===== src/rtl/uart_rx_pkg.sv =====
// ---------------------------------------------------------------------------
// uart_rx_pkg
// Shared types and constants for the UART receive path.
//   state_t     : receiver FSM states (IDLE, START, DATA, PARITY, STOP)
//   PRESCALE_*  : legal oversampling ratios (clocks per bit)
//   PAR_EVEN/ODD: encodings of the PAR_TYP input
//   maj3()      : 2-of-3 majority helper used by the optional vote sampler
// ---------------------------------------------------------------------------
package uart_rx_pkg;

    typedef enum logic [2:0] {
        IDLE   = 3'd0,
        START  = 3'd1,
        DATA   = 3'd2,
        PARITY = 3'd3,
        STOP   = 3'd4
    } state_t;

    localparam logic [5:0] PRESCALE_8  = 6'd8;
    localparam logic [5:0] PRESCALE_16 = 6'd16;
    localparam logic [5:0] PRESCALE_32 = 6'd32;

    localparam logic PAR_EVEN = 1'b0;
    localparam logic PAR_ODD  = 1'b1;

    function automatic logic maj3(input logic a, input logic b, input logic c);
        return (a & b) | (a & c) | (b & c);
    endfunction

endpackage


===== src/rtl/uart_rx_if.sv =====
// ---------------------------------------------------------------------------
// uart_rx_if
// Bundles the serial line, frame configuration and received-word outputs of
// the UART receiver.
//   RX_IN      : serial line, idle high
//   Prescale   : clocks per bit (8, 16 or 32)
//   PAR_EN     : 1 = parity bit present in the frame
//   PAR_TYP    : 0 = even parity, 1 = odd parity
//   P_DATA     : last good received word
//   Data_Valid : one-cycle strobe, P_DATA updated
//   Par_err    : one-cycle strobe, parity mismatch
//   Stop_err   : one-cycle strobe, stop bit sampled low
// Modports: master = line/config driver side, slave = the receiver.
// ---------------------------------------------------------------------------
interface uart_rx_if #(
    parameter int DATA_WIDTH = 8
);
    logic                  RX_IN;
    logic [5:0]            Prescale;
    logic                  PAR_EN;
    logic                  PAR_TYP;
    logic [DATA_WIDTH-1:0] P_DATA;
    logic                  Data_Valid;
    logic                  Par_err;
    logic                  Stop_err;

    modport master (
        output RX_IN, Prescale, PAR_EN, PAR_TYP,
        input  P_DATA, Data_Valid, Par_err, Stop_err
    );

    modport slave (
        input  RX_IN, Prescale, PAR_EN, PAR_TYP,
        output P_DATA, Data_Valid, Par_err, Stop_err
    );
endinterface


===== src/rtl/uart_rx_sampler.sv =====
// ---------------------------------------------------------------------------
// uart_rx_sampler
// Per-bit edge counter and bit-value decision for the UART receiver.
//   CLK, RST    : oversampling clock, asynchronous active-low reset
//   rx_s        : synchronized serial line
//   run         : 1 = keep counting next cycle, 0 = park the counter at 0
//   prescale    : clocks per bit for the current frame
//   sampled_bit : bit value, valid when sample_done is high
//   sample_done : decision cycle of the current bit
//   bit_done    : last edge of the current bit (edge_cnt == prescale-1)
// Build option UART_RX_MAJORITY_VOTE_EN: when defined the bit value is the
// 2-of-3 majority of samples at prescale/2-1, prescale/2 and prescale/2+1,
// and the decision moves to prescale/2+1. Otherwise a single sample at
// prescale/2 is used.
// ---------------------------------------------------------------------------
module uart_rx_sampler
    import uart_rx_pkg::*;
(
    input  logic       CLK,
    input  logic       RST,
    input  logic       rx_s,
    input  logic       run,
    input  logic [5:0] prescale,
    output logic       sampled_bit,
    output logic       sample_done,
    output logic       bit_done
);

    logic [5:0] edge_cnt;
    logic [5:0] half;
    logic [5:0] last_edge;

    assign half      = prescale >> 1;
    assign last_edge = prescale - 6'd1;
    assign bit_done  = (edge_cnt == last_edge);

    // The counter runs 0..prescale-1 and wraps per bit. When the FSM is
    // idle (or about to return to idle) it is held at 0, so the cycle in
    // which a start edge is detected counts as edge 0 and the next as edge 1.
    always_ff @(posedge CLK or negedge RST) begin
        if (!RST) begin
            edge_cnt <= 6'd0;
        end else if (!run || bit_done) begin
            edge_cnt <= 6'd0;
        end else begin
            edge_cnt <= edge_cnt + 6'd1;
        end
    end

`ifdef UART_RX_MAJORITY_VOTE_EN
    logic samp_early;
    logic samp_mid;

    // The first two votes are stored; the third is the live line value on
    // the decision cycle, so the majority is ready one edge after centre.
    always_ff @(posedge CLK or negedge RST) begin
        if (!RST) begin
            samp_early <= 1'b1;
            samp_mid   <= 1'b1;
        end else begin
            if (edge_cnt == half - 6'd1) begin
                samp_early <= rx_s;
            end
            if (edge_cnt == half) begin
                samp_mid <= rx_s;
            end
        end
    end

    assign sample_done = (edge_cnt == half + 6'd1);
    assign sampled_bit = maj3(samp_early, samp_mid, rx_s);
`else
    assign sample_done = (edge_cnt == half);
    assign sampled_bit = rx_s;
`endif

endmodule


===== src/rtl/uart_rx.sv =====
// ---------------------------------------------------------------------------
// uart_rx
// UART receive path: recovers start / DATA_WIDTH data bits (LSB first) /
// optional parity / one stop bit from an oversampled serial line and
// presents the word with a one-cycle valid strobe plus error strobes.
//   CLK  : oversampling clock
//   RST  : asynchronous active-low reset
//   bus  : uart_rx_if slave modport (RX_IN, Prescale, PAR_EN, PAR_TYP in;
//          P_DATA, Data_Valid, Par_err, Stop_err out)
// Parameters: DATA_WIDTH (data bits per frame), SYNC_STAGES (RX_IN
// synchronizer depth, at least 2).
// Build option UART_RX_MAJORITY_VOTE_EN selects 3-sample majority voting in
// uart_rx_sampler; every strobe then appears one cycle later.
// ---------------------------------------------------------------------------
module uart_rx
    import uart_rx_pkg::*;
#(
    parameter int DATA_WIDTH  = 8,
    parameter int SYNC_STAGES = 2
) (
    input  logic     CLK,
    input  logic     RST,
    uart_rx_if.slave bus
);

    localparam int BW = (DATA_WIDTH > 1) ? $clog2(DATA_WIDTH) : 1;
    localparam logic [BW-1:0] LAST_BIT = BW'(DATA_WIDTH - 1);

    logic [SYNC_STAGES-1:0] sync_q;
    logic                   rx_s;

    state_t                 state_q;
    logic [5:0]             prescale_q;
    logic                   par_en_q;
    logic                   par_typ_q;
    logic [BW-1:0]          bit_cnt_q;
    logic [DATA_WIDTH-1:0]  shift_q;
    logic                   par_bad_q;

    logic [DATA_WIDTH-1:0]  p_data_q;
    logic                   data_valid_q;
    logic                   par_err_q;
    logic                   stop_err_q;

    logic                   run;
    logic                   sampled_bit;
    logic                   sample_done;
    logic                   bit_done;
    logic                   par_expect;

    // Synchronizer resets to the idle (high) line level so a reset release
    // never looks like a start edge.
    always_ff @(posedge CLK or negedge RST) begin
        if (!RST) begin
            sync_q <= '1;
        end else begin
            sync_q <= {sync_q[SYNC_STAGES-2:0], bus.RX_IN};
        end
    end

    assign rx_s = sync_q[SYNC_STAGES-1];

    // Counter enable: start counting on the start edge seen in IDLE, and
    // stop on any cycle where the FSM is leaving for IDLE so the counter is
    // back at 0 before the next start edge can arrive.
    always_comb begin
        run = 1'b1;
        unique case (state_q)
            IDLE:    run = ~rx_s;
            START:   run = ~(sample_done & sampled_bit);
            STOP:    run = ~sample_done;
            default: run = 1'b1;
        endcase
    end

    uart_rx_sampler u_sampler (
        .CLK         (CLK),
        .RST         (RST),
        .rx_s        (rx_s),
        .run         (run),
        .prescale    (prescale_q),
        .sampled_bit (sampled_bit),
        .sample_done (sample_done),
        .bit_done    (bit_done)
    );

    assign par_expect = (^shift_q) ^ (par_typ_q == PAR_ODD);

    // Receiver FSM with registered strobes. Strobes default low every cycle
    // and are raised for exactly the cycle after the deciding sample.
    always_ff @(posedge CLK or negedge RST) begin
        if (!RST) begin
            state_q      <= IDLE;
            prescale_q   <= PRESCALE_8;
            par_en_q     <= 1'b0;
            par_typ_q    <= PAR_EVEN;
            bit_cnt_q    <= '0;
            shift_q      <= '0;
            par_bad_q    <= 1'b0;
            p_data_q     <= '0;
            data_valid_q <= 1'b0;
            par_err_q    <= 1'b0;
            stop_err_q   <= 1'b0;
        end else begin
            data_valid_q <= 1'b0;
            par_err_q    <= 1'b0;
            stop_err_q   <= 1'b0;

            unique case (state_q)
                IDLE: begin
                    // Frame configuration is frozen for the whole frame.
                    if (!rx_s) begin
                        state_q    <= START;
                        prescale_q <= bus.Prescale;
                        par_en_q   <= bus.PAR_EN;
                        par_typ_q  <= bus.PAR_TYP;
                        bit_cnt_q  <= '0;
                        par_bad_q  <= 1'b0;
                    end
                end

                START: begin
                    // A high start-bit sample means the edge was a glitch.
                    if (sample_done && sampled_bit) begin
                        state_q <= IDLE;
                    end else if (bit_done) begin
                        state_q <= DATA;
                    end
                end

                DATA: begin
                    // LSB arrives first, so shift in from the top.
                    if (sample_done) begin
                        shift_q <= {sampled_bit, shift_q[DATA_WIDTH-1:1]};
                    end
                    if (bit_done) begin
                        if (bit_cnt_q == LAST_BIT) begin
                            bit_cnt_q <= '0;
                            state_q   <= par_en_q ? PARITY : STOP;
                        end else begin
                            bit_cnt_q <= bit_cnt_q + 1'b1;
                        end
                    end
                end

                PARITY: begin
                    if (sample_done && (sampled_bit != par_expect)) begin
                        par_bad_q <= 1'b1;
                        par_err_q <= 1'b1;
                    end
                    if (bit_done) begin
                        state_q <= STOP;
                    end
                end

                STOP: begin
                    // Leave at the stop decision rather than the end of the
                    // bit, giving half a bit of margin for the next start.
                    if (sample_done) begin
                        state_q <= IDLE;
                        if (!sampled_bit) begin
                            stop_err_q <= 1'b1;
                        end else if (!par_bad_q) begin
                            data_valid_q <= 1'b1;
                            p_data_q     <= shift_q;
                        end
                    end
                end

                default: state_q <= IDLE;
            endcase
        end
    end

    assign bus.P_DATA     = p_data_q;
    assign bus.Data_Valid = data_valid_q;
    assign bus.Par_err    = par_err_q;
    assign bus.Stop_err   = stop_err_q;

endmodule


===== src/flat_wrapper.sv =====
// flat-port wrapper written by rule: the top's interface ports become plain ports
module uart_rx_flat import uart_rx_pkg::*;
#(
    parameter int DATA_WIDTH  = 8,
    parameter int SYNC_STAGES = 2
)
  (CLK, RST, bus_RX_IN, bus_Prescale, bus_PAR_EN, bus_PAR_TYP, bus_P_DATA, bus_Data_Valid, bus_Par_err, bus_Stop_err);
  uart_rx_if #(.DATA_WIDTH(DATA_WIDTH)) bus_i ();
  input  logic CLK;
  input  logic RST;
  input wire logic [$bits(bus_i.RX_IN)-1:0] bus_RX_IN;
  input wire logic [$bits(bus_i.Prescale)-1:0] bus_Prescale;
  input wire logic [$bits(bus_i.PAR_EN)-1:0] bus_PAR_EN;
  input wire logic [$bits(bus_i.PAR_TYP)-1:0] bus_PAR_TYP;
  output wire logic [$bits(bus_i.P_DATA)-1:0] bus_P_DATA;
  output wire logic [$bits(bus_i.Data_Valid)-1:0] bus_Data_Valid;
  output wire logic [$bits(bus_i.Par_err)-1:0] bus_Par_err;
  output wire logic [$bits(bus_i.Stop_err)-1:0] bus_Stop_err;
  assign bus_i.RX_IN = bus_RX_IN;
  assign bus_i.Prescale = bus_Prescale;
  assign bus_i.PAR_EN = bus_PAR_EN;
  assign bus_i.PAR_TYP = bus_PAR_TYP;
  assign bus_P_DATA = bus_i.P_DATA;
  assign bus_Data_Valid = bus_i.Data_Valid;
  assign bus_Par_err = bus_i.Par_err;
  assign bus_Stop_err = bus_i.Stop_err;
  uart_rx #(.DATA_WIDTH(DATA_WIDTH), .SYNC_STAGES(SYNC_STAGES)) u_core (.CLK(CLK), .RST(RST), .bus(bus_i));
endmodule

===== config.mk =====
export PLATFORM = sky130hd
export DESIGN_NAME = uart_rx_flat
export DESIGN_NICKNAME = d
export VERILOG_FILES = /design/src/rtl/uart_rx_pkg.sv /design/src/rtl/uart_rx_if.sv /design/src/rtl/uart_rx_sampler.sv /design/src/rtl/uart_rx.sv /design/src/flat_wrapper.sv
export SDC_FILE = /design/constraint.sdc
export NUM_CORES = 1
export LEC_CHECK = 0
export ABC_AREA = 0
export CAP_MARGIN = 20
export CELL_PAD_IN_SITES_DETAIL_PLACEMENT = 1
export CELL_PAD_IN_SITES_GLOBAL_PLACEMENT = 1
export CORE_MARGIN = 4
export CORE_UTILIZATION = 48
export CTS_CLUSTER_DIAMETER = 120
export DETAILED_ROUTE_END_ITERATION = 8
export HOLD_SLACK_MARGIN = 0.02
export PLACE_DENSITY_LB_ADDON = 0.15
export SLEW_MARGIN = 20
export SYNTH_ARGS = -nofsm -noshare
export SYNTH_HDL_FRONTEND = slang
export SYNTH_SLANG_ARGS = --single-unit

===== constraint.sdc =====
create_clock -name CLK -period 3.92 [get_ports CLK]
set_input_delay 0.588 -clock CLK [delete_from_list [all_inputs] [get_ports CLK]]
set_output_delay 0.588 -clock CLK [all_outputs]
set_load 0.05 [all_outputs]

==> results of run 1 <==
## area by class of cell
type | instances | area [sq um] | share of cell area [%]
repair buffers | 21 | 205.2 | 8.519
clock buffers | 6 | 82.58 | 3.429
inverters | 7 | 26.28 | 1.091
clock inverters | 2 | 12.51 | 0.5195
flip-flops and latches | 42 | 1055 | 43.79
multi-input cells | 117 | 964.7 | 40.05
well taps | 50 | 62.56 | 2.597
## state kept, by name (all words and copies together), names as in the netlist, 2 cells and up
signal                     count
u_core.bit_cnt_q               3
u_core.bus.P_DATA              8
u_core.prescale_q              6
u_core.shift_q                 8
u_core.state_q                 3
u_core.sync_q                  2
u_core.u_sampler.edge_cnt      6
## final timing paths
kind / endpoint / slack (ns)
min: u_core.sync_q[1]$_DFF_PN1_ / 0.36
max in group asynchronous: u_core.u_sampler.edge_cnt[5]$_DFF_PN0_ / 2.92
max reg2reg: u_core.bit_cnt_q[2]$_DFFE_PN0P_ / 1.80
min in group asynchronous: u_core.prescale_q[0]$_DFFE_PN0P_ / 0.42
min reg2reg: u_core.sync_q[1]$_DFF_PN1_ / 0.36
max: u_core.bit_cnt_q[2]$_DFFE_PN0P_ / 1.80
## layer usage
| metal | GRT usage (%) | share of wire, % | wire length (um) | vias to the layer above |
|---|---|---|---|---|
| met5 | 0 | 0 | 0 | - |
| met4 | 6.036 | 1.9 | 83 | 0 |
| met3 | 5.335 | 3.5 | 154 | 8 |
| met2 | 33.07 | 53 | 2360 | 22 |
| met1 | 22.30 | 42 | 1845 | 712 |
| li1 | - | - | - | 632 |
## placed cells by master, fill, tap and decap left out, drive strengths merged, types with 2 or more instances in the layout
cell type      instances
dfrtp                 39
mux2                  22
xnor2                 20
clkdlybuf4s50         20
nor2                  14
nand2                 10
inv                    7
xor2                   6
clkbuf                 6
o21ai                  4
a22o                   4
ha                     4
nand2b                 3
nand3                  3
dfstp                  3
nand4                  3
nor3                   3
o21bai                 2
nor4                   2
## where the power goes
group	internal, mW	leakage [nW]	switching [mW]
clock network	0.142	0.0472	0.151
registers	0.528	0.552	0.164
logic	0.280	0.475	0.281
## worst max-delay path, stage by stage (launching register included)
cell	delay [ns]
dfrtp_1	0.50
inv_1	0.09
ha_1	0.25
xnor2_1	0.14
nand2_1	0.07
nand4_1	0.14
nor4_4	0.28
o311ai_1	0.23
a22o_1	0.29
## cell families (layout without fill, tap and decap cells)
kind of cell,after synthesis,in the layout,share of synthesized area (%)
xor gates and xnor gates,26,26,11.01
DFF,42,42,51.00
and+or+nand+nor,44,44,12.89
muxes,23,23,12.46
adders and majority gates,4,4,2.420
buffers and inverters,14,36,3.085
AOI/OAI and AO/OA,20,20,7.139
==> flow_summary.yaml, run 1 <==
run_status:
  status: "completed"
worst_setup_path:
  cp-startpoint: "u_core.prescale_q[1]$_DFFE_PN0P_"
  path_class: "register to register"
  worst_setup_path_end_kind: "register"
  critPathArrivalTime_ns: 2.30
  rr_startpoint: "u_core.prescale_q[1]$_DFFE_PN0P_"
  reg2reg_depth: 8
  crit_required_ns: 4.10
  crit_path_max_fanout: 4
  startpoint_type: "register"
global_route:
  grt_first_pass_wirelength_mm: 7.596
  grt_pass1_vias: 1546
  grt_max_degree: 43
  antenna_found_initial: 0
  globalRouteTotalUtil_pct: 18.93
  overflow: 0
logic_synthesis:
  ys_seq_area_share_pct: 51.00
  synth_edf_count: 0
  synth_common_cells: "dfrtp_1 (39), mux2_2 (20), xnor2_1 (20)"
  syn_area_sq_um: 2068
  synthTopCellsByArea: "dfrtp_1 (47%), mux2_2 (11%), xnor2_1 (8.5%), dfstp_2 (3.8%), xor2_1 (2.5%)"
  synth_area_leader_cell: "dfrtp_1"
  ys_warn_count: 0
  synth-async-reset-ratio_pct: 100.0
  netlist-cell-type-count: 42
  syn_nets: 188
  avgSynthCellArea_sq_um: 11.96
  ys_ff_latch: 42
  syn_inst: 173
  synth_ff_type: "dfrtp_1"
  yosysMostFrequentCell: "dfrtp_1"
  synth_top_area_share_pct: 47.19
detailed_routing:
  via_per_inst: 5.608
  drtIter0Drc: 64
  wire_per_inst_um: 18.14
  drt-pass1-iter-count: 4
  ant_nets: 0
  routed_wl_mm: 4.444
  drc: 0
  vias: 1374
sta:
  fmaxAchievable_ghz: 0.4718
  holdWs_ns: 0.3578
  setup_ws_ns: 1.801
  rsz0062_at_grt: "no"
  skew_ns: 0.005226
  fin_crit_ns: 2.119
  fin_tns_setup_ns: 0
  max_slew.worst_pin.slew_ns: 0.9218
  slew_violations: 0
  setup-violations-final: 0
  hold_viol: 0
  slew_headroom_pct: 38.54
  finalCritPeriodShare_pct: 54.07
floorplanning:
  rows: 23
  initial_core_util_pct: 50.61
  dieArea_sq_um: 5423
  design.portCount: 22
  die_h_um: 73.64
  core_area_sq_um: 4086
  fp.dieW_um: 73.64
pwr:
  irDropWorstVdd_v: 0.0003728
  p_leak_nw: 1.074
  power_mw: 1.545
  powerDensity_nw_per_um2: 641.4
clocking:
  postCtsHoldBufs: 0
  cts_buffer_depth: 2
  clkSlewWorstSetupHoldPaths_ns: 0.08
  h-tree-depth: 2
  clockRootBuffer: "clkbuf_8"
  cts.sinks: 42
  worstSkewPairLatency_ns: 0.30
  cts_tree: "built"
  post_cts_buffers: 0
  cts_resized: 0
  numCtsBuffers: 5
hold_path:
  hp-start: "u_core.sync_q[0]$_DFF_PN1_"
  whs_path_depth: 0
  hp-class: "register to register"
final_layout:
  final_nets: 209
  final_core_util_pct: 58.94
  stdcell_area_sq_um: 2409
  fillCellCount: 427
  drive_gt1_share_pct: 20.51
  syn_to_final_growth_pct: 16.45
  n_antenna_cell: 0
  finalNonFillerCells: 245
place:
  dpl_worst_slack_ns: 1.823
  dp_hpwl_mm: 3.218
  io_buffer_count: 21
  place.gp.congestion: 0.8973
  placed_area_sq_um: 2313
  dp.cells: 237
job:
  maxCapViolCount: 0
Power figures use the tool's default switching activity.
==> inputs of run 2 (changes only) <==
Settings changed: CORE_UTILIZATION 48 to 41.
Clock period 3.92 ns to 1.75 ns, I/O delays scaled along.
==> flow_summary.yaml, run 2 (synthesis results as in run 1) <==
final_layout:
  syn_to_final_growth_pct: 38.90
  stdcell_area_sq_um: 2873
  most-common-layout-cells: "buf_4 (35), dfrtp_1 (35), mux2_2 (19)"
  finalNonFillerCells: 296
  drive_gt1_share_pct: 47.60
  final_nets: 243
  n_antenna_cell: 0
sta:
  fin_tns_setup_ns: -3.717
  setup_ws_ns: -0.2532
  finalCritPeriodShare_pct: 114.5
  fmaxAchievable_ghz: 0.4992
  skew_ns: 0.002311
  setup-violations-final: 27
  max_slew.worst_pin.slew_ns: 0.5028
  rsz0062_at_grt: "yes"
  slew_violations: 0
  holdWs_ns: 0.3616
  slew_headroom_pct: 66.48
  fin_crit_ns: 2.003
  hold_viol: 0
clocking:
  clkSlewWorstSetupHoldPaths_ns: 0.08
  cts_tree: "built"
  cts_buffer_depth: 2
  h-tree-depth: 2
  cts.sinks: 42
  numCtsBuffers: 5
  worstSkewPairLatency_ns: 0.29
  clockRootBuffer: "clkbuf_8"
pwr:
  p_sw_mw: 1.646
  irDropWorstVdd_v: 0.0005982
  power_mw: 4.405
  powerDensity_nw_per_um2: 1533
  power_frac_comb_pct: 48.8
  p_clk_share_pct: 17.1
  intPower_mw: 2.759
  p_leak_nw: 1.317
  power_frac_seq_pct: 34.1
  swShare_pct: 37.38
worst_setup_path:
  worstPathCellList: "nor2_4 -> nor4b_4 -> xnor2_2 -> nor4_4 -> buf_6 -> a211oi_4 -> mux2_4"
  path_buf_inv: 1
  startpoint_type: "register"
  crit_required_ns: 1.93
  crit_family: "flip-flops"
  crit_path_max_fanout: 5
  max_stage_delay_ns: 0.61
  path_class: "register to register"
  worst_setup_path_end_kind: "register"
  cpMaxStageDelayCell: "dfstp_2"
  critPathArrivalTime_ns: 2.18
global_route:
  overflow: 0
  grt_max_degree: 23
  antenna_found_initial: 0
  grt_first_pass_wirelength_mm: 8.894
  globalRouteTotalUtil_pct: 18.64
  grt_pass1_vias: 1803
floorplanning:
  design.portCount: 22
  rows: 25
  die_h_um: 79.03
  dieArea_sq_um: 6245
  initial_core_util_pct: 42.94
  fp.dieW_um: 79.03
  core_area_sq_um: 4817
detailed_routing:
  drc: 0
  routed_wl_mm: 5.135
  drt-pass1-iter-count: 2
  ant_nets: 0
  vias: 1492
  wire_per_inst_um: 17.35
  via_per_inst: 5.041
  drtIter0Drc: 48
place:
  dp.cells: 277
  placed_area_sq_um: 2471
  io_buffer_count: 21
  dp_hpwl_mm: 3.536
  place.gp.congestion: 0.8091
hold_path:
  hp-class: "register to register"
run_status:
  status: "complete, but fails checks"
  violations: "setup timing"
job:
  maxCapViolCount: 0
run 2: cell count changes in the layout (fill, tap and decap cells not counted), sizes merged:
| cell | change |
|---|---|
| dlygate4sd3 | +1 |
| bufinv | +1 |
| buf | +44 |
| clkdlybuf4s50 | -11 |
| clkinv | -1 |
run 2: what timing repair did:
action | in CTS | in global routing
gates resized for setup | 36 | 10
hold buffers | 1 | 0
setup buffers | 6 | 4
endpoints found under the setup margin | 27 | 32
gates cloned | 1 | 0
endpoints found under the hold margin | 18 | 0
pin swaps | 11 | 16
run 2: layer usage:
layer / vias up / GRT usage, % / wire (um)
met4: 0 / 5.498 / 62
met5: - / 0 / 0
met2: 22 / 36.62 / 2925
met3: 6 / 3.061 / 144
met1: 758 / 20.18 / 2002
li1: 706 / - / -
run 2: power groups by stage:
stage	Clock [mW]	Combinational, mW	Sequential [mW]
after floorplan	0	1.14	1.38
after global placement	0	1.55	1.46
after detailed placement	0	1.61	1.47
after CTS	0.772	2.00	1.50
after global routing	0.827	2.34	1.54
final	0.755	2.15	1.50
run 2: cell type report:
class | instances | area (sq um)
clock buffers | 6 | 72.57
clock inverters | 2 | 37.54
fillers | 506 | 1944
inverters | 7 | 26.28
multi-input cells | 117 | 1124
flip-flops and latches | 42 | 1060
well taps | 67 | 83.83
repair buffers | 55 | 469.2
run 2: final timing paths:
kind / cells after the start / endpoint / from / slack, ns
worst min register to register: 0 / u_core.sync_q[1]$_DFF_PN1_ / u_core.sync_q[0]$_DFF_PN1_ / 0.36
worst min-delay path: 0 / u_core.sync_q[1]$_DFF_PN1_ / u_core.sync_q[0]$_DFF_PN1_ / 0.36
max in group asynchronous: 3 / u_core.prescale_q[3]$_DFFE_PN1P_ / RST / 0.65
min in group asynchronous: 2 / u_core.prescale_q[4]$_DFFE_PN0P_ / RST / 0.48
worst max-delay path: 7 / u_core.state_q[1]$_DFFE_PN0P_ / u_core.prescale_q[3]$_DFFE_PN1P_ / -0.25
worst max register to register: 7 / u_core.state_q[1]$_DFFE_PN0P_ / u_core.prescale_q[3]$_DFFE_PN1P_ / -0.25
run 2: stage by stage:
step | util (%) | worst slack [ns]
4_1_cts | 58.13 | -0.2638
3_3_place_gp | 51.30 | -0.2935
6_report | 59.64 | -0.2532
5_1_grt | 59.64 | -0.3331
2_1_floorplan | - | -0.06400
3_5_place_dp | 51.30 | -0.4046
